--- src/rtl/clock_select_ctrl_m_pkg.sv ---
// Shared state codes and default parameters for the HS/LS clock-select sequencer.
package clock_select_ctrl_m_pkg;

  typedef enum logic [2:0] {
    ST_BOOT   = 3'd0,
    ST_LS_RUN = 3'd1,
    ST_TO_HS  = 3'd2,
    ST_HS_RUN = 3'd3,
    ST_TO_LS  = 3'd4,
    ST_FAULT  = 3'd5
  } state_e;

  localparam int DEF_SYNC_STAGES = 2;
  localparam int DEF_CNT_W       = 8;
  localparam int DEF_LS_DWELL    = 16;
  localparam int DEF_BOOT_CYCLES = 32;
  localparam int DEF_TIMEOUT     = 200;

endpackage

--- src/rtl/clock_select_ctrl_m_if.sv ---
// CPU-decode and clock-switch handshake signals of the clock-select sequencer.
interface clock_select_ctrl_m_if;
  logic addr_valid_ip;
  logic need_ls_ip;
  logic force_ls_ip;
  logic selected_hs_ip;
  logic selected_ls_ip;
  logic select_hs_op;
  logic rdy_op;
  logic in_hs_op;
  logic fault_op;

  modport master (
    output addr_valid_ip, need_ls_ip, force_ls_ip, selected_hs_ip, selected_ls_ip,
    input  select_hs_op, rdy_op, in_hs_op, fault_op
  );

  modport slave (
    input  addr_valid_ip, need_ls_ip, force_ls_ip, selected_hs_ip, selected_ls_ip,
    output select_hs_op, rdy_op, in_hs_op, fault_op
  );
endinterface

--- src/rtl/clock_select_ctrl_m_sync.sv ---
// Multi-flop synchroniser for one asynchronous status bit, synchronous active-high clear.
module sync_bit_m #(
  parameter int STAGES = 2
) (
  input  logic clk,
  input  logic clr,
  input  logic d,
  output logic q
);
  logic [STAGES-1:0] q_pipe;

  always_ff @(posedge clk) begin
    if (clr) q_pipe <= '0;
    else     q_pipe <= {q_pipe[STAGES-2:0], d};
  end

  assign q = q_pipe[STAGES-1];
endmodule

--- src/rtl/clock_select_ctrl_m.sv ---
// HS/LS clock switch sequencer: per-access clock choice, CPU stall during switch,
// LS dwell hysteresis and sticky handshake-timeout trap.
module clock_select_ctrl_m
  import clock_select_ctrl_m_pkg::*;
#(
  parameter int SYNC_STAGES = DEF_SYNC_STAGES,
  parameter int CNT_W       = DEF_CNT_W,
  parameter int LS_DWELL    = DEF_LS_DWELL,
  parameter int BOOT_CYCLES = DEF_BOOT_CYCLES,
  parameter int TIMEOUT     = DEF_TIMEOUT
) (
  input  logic                   ck_ip,
  input  logic                   rst_ip,
  clock_select_ctrl_m_if.slave   bus
);
  localparam logic [CNT_W-1:0] CNT_MAX   = '1;
  localparam logic [CNT_W-1:0] BOOT_LAST = CNT_W'(BOOT_CYCLES - 1);
  localparam logic [CNT_W-1:0] DWELL_END = CNT_W'(LS_DWELL - 1);
  localparam logic [CNT_W-1:0] TMO       = CNT_W'(TIMEOUT);

  state_e           state, state_nxt;
  logic [CNT_W-1:0] cnt, cnt_nxt;
  logic             hs_s, ls_s;
  logic             want_ls, want_hs;
  logic             sel_nxt, rdy_nxt, in_hs_nxt, fault_nxt;

  sync_bit_m #(.STAGES(SYNC_STAGES)) u_sync_hs (
    .clk(ck_ip), .clr(rst_ip), .d(bus.selected_hs_ip), .q(hs_s)
  );
  sync_bit_m #(.STAGES(SYNC_STAGES)) u_sync_ls (
    .clk(ck_ip), .clr(rst_ip), .d(bus.selected_ls_ip), .q(ls_s)
  );

  assign want_ls = bus.force_ls_ip | (bus.addr_valid_ip & bus.need_ls_ip);
  assign want_hs = !bus.force_ls_ip & bus.addr_valid_ip & !bus.need_ls_ip;

  always_comb begin
    state_nxt = state;
    unique case (state)
      ST_BOOT:   if (cnt == TMO)                           state_nxt = ST_FAULT;
                 else if (ls_s && cnt >= BOOT_LAST)        state_nxt = ST_LS_RUN;
      ST_LS_RUN: if (want_hs && cnt >= DWELL_END)          state_nxt = ST_TO_HS;
      ST_TO_HS:  if (cnt == TMO)                           state_nxt = ST_FAULT;
                 else if (hs_s && !ls_s)                   state_nxt = ST_HS_RUN;
      ST_HS_RUN: if (want_ls)                              state_nxt = ST_TO_LS;
      ST_TO_LS:  if (cnt == TMO)                           state_nxt = ST_FAULT;
                 else if (ls_s && !hs_s)                   state_nxt = ST_LS_RUN;
      ST_FAULT:  state_nxt = ST_FAULT;
      default:   state_nxt = ST_FAULT;
    endcase

    // Counter restarts on every state change so dwell/timeout are per-state.
    if (state_nxt != state)  cnt_nxt = '0;
    else if (cnt == CNT_MAX) cnt_nxt = cnt;
    else                     cnt_nxt = cnt + 1'b1;

    sel_nxt   = (state_nxt == ST_TO_HS) || (state_nxt == ST_HS_RUN);
    in_hs_nxt = (state_nxt == ST_HS_RUN);
    fault_nxt = (state_nxt == ST_FAULT);
    rdy_nxt   = (state_nxt == ST_LS_RUN) || (state_nxt == ST_HS_RUN) ||
                ((state_nxt == ST_FAULT) && ls_s);
  end

  always_ff @(posedge ck_ip) begin
    if (rst_ip) begin
      state            <= ST_BOOT;
      cnt              <= '0;
      bus.select_hs_op <= 1'b0;
      bus.rdy_op       <= 1'b0;
      bus.in_hs_op     <= 1'b0;
      bus.fault_op     <= 1'b0;
    end else begin
      state            <= state_nxt;
      cnt              <= cnt_nxt;
      bus.select_hs_op <= sel_nxt;
      bus.rdy_op       <= rdy_nxt;
      bus.in_hs_op     <= in_hs_nxt;
      bus.fault_op     <= fault_nxt;
    end
  end
endmodule
--- src/flat_wrapper.sv ---
// flat-port wrapper written by rule: the top's interface ports become plain ports
module clock_select_ctrl_m_flat import clock_select_ctrl_m_pkg::*;
#(
  parameter int SYNC_STAGES = DEF_SYNC_STAGES,
  parameter int CNT_W       = DEF_CNT_W,
  parameter int LS_DWELL    = DEF_LS_DWELL,
  parameter int BOOT_CYCLES = DEF_BOOT_CYCLES,
  parameter int TIMEOUT     = DEF_TIMEOUT
)
  (ck_ip, rst_ip, bus_addr_valid_ip, bus_need_ls_ip, bus_force_ls_ip, bus_selected_hs_ip, bus_selected_ls_ip, bus_select_hs_op, bus_rdy_op, bus_in_hs_op, bus_fault_op);
  clock_select_ctrl_m_if bus_i ();
  input  logic ck_ip;
  input  logic rst_ip;
  input wire logic [$bits(bus_i.addr_valid_ip)-1:0] bus_addr_valid_ip;
  input wire logic [$bits(bus_i.need_ls_ip)-1:0] bus_need_ls_ip;
  input wire logic [$bits(bus_i.force_ls_ip)-1:0] bus_force_ls_ip;
  input wire logic [$bits(bus_i.selected_hs_ip)-1:0] bus_selected_hs_ip;
  input wire logic [$bits(bus_i.selected_ls_ip)-1:0] bus_selected_ls_ip;
  output wire logic [$bits(bus_i.select_hs_op)-1:0] bus_select_hs_op;
  output wire logic [$bits(bus_i.rdy_op)-1:0] bus_rdy_op;
  output wire logic [$bits(bus_i.in_hs_op)-1:0] bus_in_hs_op;
  output wire logic [$bits(bus_i.fault_op)-1:0] bus_fault_op;
  assign bus_i.addr_valid_ip = bus_addr_valid_ip;
  assign bus_i.need_ls_ip = bus_need_ls_ip;
  assign bus_i.force_ls_ip = bus_force_ls_ip;
  assign bus_i.selected_hs_ip = bus_selected_hs_ip;
  assign bus_i.selected_ls_ip = bus_selected_ls_ip;
  assign bus_select_hs_op = bus_i.select_hs_op;
  assign bus_rdy_op = bus_i.rdy_op;
  assign bus_in_hs_op = bus_i.in_hs_op;
  assign bus_fault_op = bus_i.fault_op;
  clock_select_ctrl_m #(.SYNC_STAGES(SYNC_STAGES), .CNT_W(CNT_W), .LS_DWELL(LS_DWELL), .BOOT_CYCLES(BOOT_CYCLES), .TIMEOUT(TIMEOUT)) u_core (.ck_ip(ck_ip), .rst_ip(rst_ip), .bus(bus_i));
endmodule
--- config.mk ---
export PLATFORM = sky130hd
export DESIGN_NAME = clock_select_ctrl_m_flat
export DESIGN_NICKNAME = d
export VERILOG_FILES = /design/src/rtl/clock_select_ctrl_m_pkg.sv /design/src/rtl/clock_select_ctrl_m_if.sv /design/src/rtl/clock_select_ctrl_m_sync.sv /design/src/rtl/clock_select_ctrl_m.sv /design/src/flat_wrapper.sv
export SDC_FILE = /design/constraint.sdc
export NUM_CORES = 1
export LEC_CHECK = 0
export ABC_AREA = 0
export CAP_MARGIN = 20
export CORE_UTILIZATION = 48
export DETAILED_ROUTE_END_ITERATION = 10
export PLACE_DENSITY = 0.77
export SYNTH_ARGS = -nofsm -noshare
export SYNTH_HDL_FRONTEND = slang
export SYNTH_HIERARCHICAL = 1
export SYNTH_SLANG_ARGS = --single-unit
--- constraint.sdc ---
create_clock -name ck_ip -period 2.75 [get_ports ck_ip]
set_input_delay 0.55 -clock ck_ip [delete_from_list [all_inputs] [get_ports ck_ip]]
set_output_delay 0.55 -clock ck_ip [all_outputs]
set_load 0.1 [all_outputs]
==> results.yml, run 1 <==
global_route:
  grt_pass1_wl_um: 2649
  grt-ovfl-total: 0
  antenna_found_initial: 0
  grt_start_max_net_pins: 12
  grtUsageTotal_pct: 16.97
  grt_pass1_vias: 643
routing:
  drc_errors: 0
  via_count: 780
  wl_met2_um: 908
  finalWirelength_um: 1779
  drtIter0Drc: 10
  viasPerCell: 5.417
  dr.pass1.iters: 4
  top_layer: "met4"
  wire_per_inst_um: 12.35
  wl_met1_um: 790
  ant_nets: 0
  wl_met3_um: 57
clocking:
  clk_pin_slew_worst_paths_ps: 110
  cts_max_level: 1
  clock_latency_ps: 290
  cts-resized-gates: 0
  cts_tree: "built"
  post-cts-setup-buffers: 0
  clockBufferDepth: 2
  cts.sinks: 19
  hold_buffers: 0
  cts_root_buffer: "clkbuf_4"
  cts_buffers: 3
placed_design:
  place_congestion: 0.8309
  dp_hpwl_um: 1380
  port_buffers: 10
sta:
  slew_headroom_pct: 74.99
  timing.final.crit_period_ps: 2222
  tightest_slew_ps: 374.0
  maxSlewViolCount: 0
  fin_tns_setup_ps: 0
  rsz0062_at_grt: "false"
  fin_skew_ps: 6.291
  fmax_ghz: 0.4501
  finalHoldViolations: 0
  fin_crit_sh_pct: 80.78
  setup_viol: 0
critical_path:
  endpoint_kind: "flip-flop"
  path_class: "in2reg"
  critPathSlowestCell: "clkdlybuf4s50_1"
  timing.critical_path.cells: "clkdlybuf4s50_1, a21oi_1, nor2b_1, o21bai_1, a211o_4, mux2i_4, nor4_2"
  worstPathArrival_ps: 2430
  worstPathRequired_ps: 2950
  crit_path_start_kind: "input pin"
  path_delay_family: "compound AO/OA/AOI/OAI gates"
  critPathBufInv: 1
  crit_fanout: 8
  critPathMaxStageDelay_ps: 490
die:
  initial_core_util_pct: 50.90
  die_w_um: 47.38
  ioPinCount: 11
  die_h_um: 47.38
  coreArea_um2: 1942
  rows: 16
  dieArea_um2: 2245
worst_hold_path:
  hold_class: "reg2reg"
status:
  status: "finished, final reports clean"
synth:
  synth-seq-area-share_pct: 38.48
  synthCells: 105
  synth.distinct_cells: 39
  async_flop_share_pct: 0
  synth_largest_area_cell: "dfxtp_1"
  synth_fp_nets: 114
  ys_ff_latch: 19
  avgSynthCellArea_um2: 9.414
  synth_edf_count: 0
  synth_top_area_share_pct: 38.48
  syn_area_um2: 988.4
  synth_area_leaders: "dfxtp_1, nor2b_1, nor3_1, nor2_1, nand2_1"
  synth_top_flop_cell: "dfxtp_1"
  ys.warnings.count: 6
power_and_ir_drop:
  p_leak_nw: 0.4071
  vdd_drop_max_v: 0.0004130
  powerDensity_nw_per_um2: 407.8
  power_uw: 459.7
cells_and_area:
  diodes: 0
  layout-drive-gt1-share_pct: 16.24
  nNetsFinal: 127
  final_cell_mix: "dfxtp_1, nor2_1, nand2_1, nor2b_1, nor3_1"
  layout_commonest_cell: "dfxtp_1"
  areaGrowthSynthToFinish_pct: 14.05
job:
  drv_cap: 0
==> synthesized netlist by cell type, types with 2 or more instances <==
cell / count
ha_1: 2
nor2b_1: 9
nand4_1: 2
nor4_1: 2
nor2_1: 10
nor3_1: 8
nand3_1: 5
inv_1: 2
o21ai_0: 6
dfxtp_1: 19
nand2_1: 9
a21oi_1: 4
==> cell type report <==
type	instances	area, um^2
clock inverter	1	5.005
sequential	19	380.4
fill	185	814.5
multi-input combinational	82	588.1
timing repair buffer	10	90.09
tap	27	33.78
clock buffer	3	22.52
inverter	2	7.507
==> per-layer routing <==
layer	vias up	track usage [%]
met4	0	8.571
li1	408	-
met5	-	0
met1	356	20.32
met2	14	29.32
met3	2	2.308
==> logic make-up (layout without fill, tap and decap cells) <==
| family | count (synthesis) | in the layout | share of synthesized area [%] |
|---|---|---|---|
| xor+xnor | 2 | 2 | 1.772 |
| flops | 19 | 19 | 38.48 |
| fa+ha+maj | 2 | 2 | 2.531 |
| mux | 1 | 1 | 2.278 |
| compound gates | 19 | 19 | 15.70 |
| buf+inv | 4 | 16 | 2.025 |
| simple gates | 58 | 58 | 37.22 |
==> registers in the layout, indices dropped and copies added (netlist names) <==
signal,count
u_core/u_sync_hs/q_pipe,2
u_core/state,3
u_core/bus.select_hs_op,1
u_core/bus.fault_op,1
u_core/bus.in_hs_op,1
u_core/u_sync_ls/q_pipe,2
u_core/cnt,8
u_core/bus.rdy_op,1
==> worst paths after layout <==
path | startpoint | end | slack [ps] | depth (start not counted)
max | bus_addr_valid_ip | u_core/cnt[6] | 530 | 7
max reg2reg | u_core/cnt[0] | u_core/cnt[6] | 530 | 7
min | u_core/u_sync_hs/q_pipe[0] | u_core/u_sync_hs/q_pipe[1] | 450 | 1
min reg2reg | u_core/u_sync_hs/q_pipe[0] | u_core/u_sync_hs/q_pipe[1] | 450 | 1
==> where the power goes <==
part           total (mW)  internal (mW)  switching (mW)  leakage [nW]
sequential          0.288          0.282         0.00668         0.155
clock               0.137         0.0540          0.0827        0.0177
combinational      0.0347         0.0193          0.0154         0.235
==> stage by stage <==
stage               hold WS (ps)  instance area (um^2)  std cells  setup WS (ps)  util [%]
global placement           419.1                  1100        140          348.1     56.64
finish                     448.6                  1127        144          528.5     58.05
global route               463.1                  1127        144          418.2     58.05
detailed placement         428.7                  1100        140          262.1     56.64
floorplan                  413.8                 988.4        105          800.7         -
CTS                        454.1                  1127        144          529.8     58.05
Note: power is estimated with default switching activity, not from simulation.
==> run 2: changes to the inputs <==
- clock period: 2.75 -> 2.1 ns (I/O delays scaled with it)
==> run 2 against run 1 <==
Net effect: final area is 12% higher; combinational power increased by 70%; critical endpoint unchanged; register-to-register slack got worse by 430 ps; flip-flop and latch count did not move; largest power group unchanged; global-route usage grew 3.1 points; die area stayed put; first-iteration DRC count increased by 20%; non-clock buffer count increased by 10; routed wire length grew 15%; power rose by 35%; sequential share of layout area decreased by 3.3 points; largest cell class unchanged.
==> results.yml, run 2 (synthesis gave the netlist of run 1 again) <==
status:
  status: "finished, final reports clean"
critical_path:
  path_class: "reg2reg"
  crit_path_start_kind: "flip-flop"
  path_delay_family: "simple AND/OR/NAND/NOR gates"
  worstPathRequired_ps: 2330
  critPathMaxStageDelay_ps: 520
  critPathSlowestCell: "dfxtp_1"
  critPathBufInv: 1
  endpoint_kind: "flip-flop"
  worstPathArrival_ps: 2230
  timing.critical_path.cells: "nand4bb_4, or4_4, nand3_2, a211o_4, mux2i_4, buf_12, nor4_4"
  crit_fanout: 8
  r2r_slack_ps: 100
sta:
  timing.final.crit_period_ps: 2001
  tightest_slew_ps: 372.4
  whs_ps: 447.9
  fin_tns_setup_ps: 0
  fmax_ghz: 0.4996
  fin_crit_sh_pct: 95.31
  setup_viol: 0
  fin_skew_ps: 12.47
  slew_headroom_pct: 75.14
  finalHoldViolations: 0
  layout_setup_ws_ps: 98.59
  maxSlewViolCount: 0
die:
  dieArea_um2: 2245
  die_w_um: 47.38
  initial_core_util_pct: 50.90
  rows: 16
  die_h_um: 47.38
  ioPinCount: 11
  coreArea_um2: 1942
routing:
  wire_per_inst_um: 13.32
  ant_nets: 0
  viasPerCell: 5.377
  via_count: 828
  drtIter0Drc: 12
  wl_met3_um: 50
  drc_errors: 0
  top_layer: "met4"
  finalWirelength_um: 2052
  dr.pass1.iters: 4
  wl_met1_um: 873
  wl_met2_um: 1090
power_and_ir_drop:
  p_leak_nw: 0.4700
  clkPwrFrac_pct: 29.9
  pwr-share-seq_pct: 60.6
  power.internal_uw: 477.3
  p_switching_uw: 145.4
  p_sw_share_pct: 23.35
  power_uw: 622.7
  powerDensity_nw_per_um2: 493.2
  p_comb_share_pct: 9.5
  vdd_drop_max_v: 0.0004914
placed_design:
  placed_cells: 149
  place_area_um2: 1167
  place_congestion: 0.7840
  dp_hpwl_um: 1583
  port_buffers: 10
  place_ws_ps: -113.6
cells_and_area:
  regMostFlops: "u_core/cnt"
  top_regs: "u_core/cnt (8), u_core/state (3)"
  diodes: 0
  fill_cells: 182
  nNetsFinal: 137
  layout_commonest_cell: "dfxtp_1"
  layout-drive-gt1-share_pct: 29.13
  postLayoutCellArea_um2: 1262
  largest_reg_flops: 8
  postLayoutCoreUtil_pct: 65.01
  final_cell_mix: "dfxtp_1, buf_4, nor2_1"
  stdcell_count: 154
  areaGrowthSynthToFinish_pct: 27.72
global_route:
  grt_pass1_vias: 722
  grt-ovfl-total: 0
  grt_pass1_wl_um: 3049
  antenna_found_initial: 0
  grt_start_max_net_pins: 11
  grtUsageTotal_pct: 20.11
clocking:
  cts.sinks: 19
  cts_tree: "built"
  hold_buffers: 0
  clk_pin_slew_worst_paths_ps: 110
  cts_buffers: 3
  cts_root_buffer: "clkbuf_4"
  clockBufferDepth: 2
  cts_max_level: 1
  clock_latency_ps: 300
job:
  drv_cap: 0
worst_hold_path:
  hold_class: "reg2reg"
-- run 2: changes by cell type in the layout (fill, tap and decap cells not counted), sizes merged --
cell	previous run	this run
clkbuf	3	4
buf	4	14
clkinv	1	0
-- run 2: power groups by stage --
stage	logic (mW)	registers, mW	clock network (mW)
2_1_floorplan	0.0298	0.382	0
3_3_place_gp	0.0549	0.384	0
3_5_place_dp	0.0570	0.385	0
4_1_cts	0.0580	0.377	0.191
5_1_grt	0.0658	0.379	0.203
6_report	0.0590	0.378	0.186
-- run 2: final timing paths --
kind	start	endpoint	cells past startpoint
hold / removal	u_core/u_sync_ls/q_pipe[0]	u_core/u_sync_ls/q_pipe[1]	1
setup reg to reg	u_core/cnt[5]	u_core/cnt[6]	7
setup / recovery	u_core/cnt[5]	u_core/cnt[6]	7
hold reg to reg	u_core/u_sync_ls/q_pipe[0]	u_core/u_sync_ls/q_pipe[1]	1
-- run 2: timing repair --
| item | in CTS | in global routing |
|---|---|---|
| buffers inserted | 0 | 1 |
| setup endpoints to repair | 5 | 8 |
| endpoints found under the hold margin | 0 | 0 |
| pin swaps | 2 | 1 |
| resized for setup | 4 | 8 |
-- run 2: per-layer routing --
metal	global-route usage (%)	vias up
li1	-	425
met1	23.13	382
met2	35.34	17
met3	2.308	4
met4	12.00	0
met5	0	-
-- run 2: area by class of cell --
type	instances	area [um^2]	share of cell area [%]
inverters	2	7.507	0.5946
repair buffers	20	177.7	14.07
well taps	27	33.78	2.676
flip-flops and latches	19	384.1	30.43
clock buffers	4	26.28	2.081
multi-input cells	82	633.1	50.15
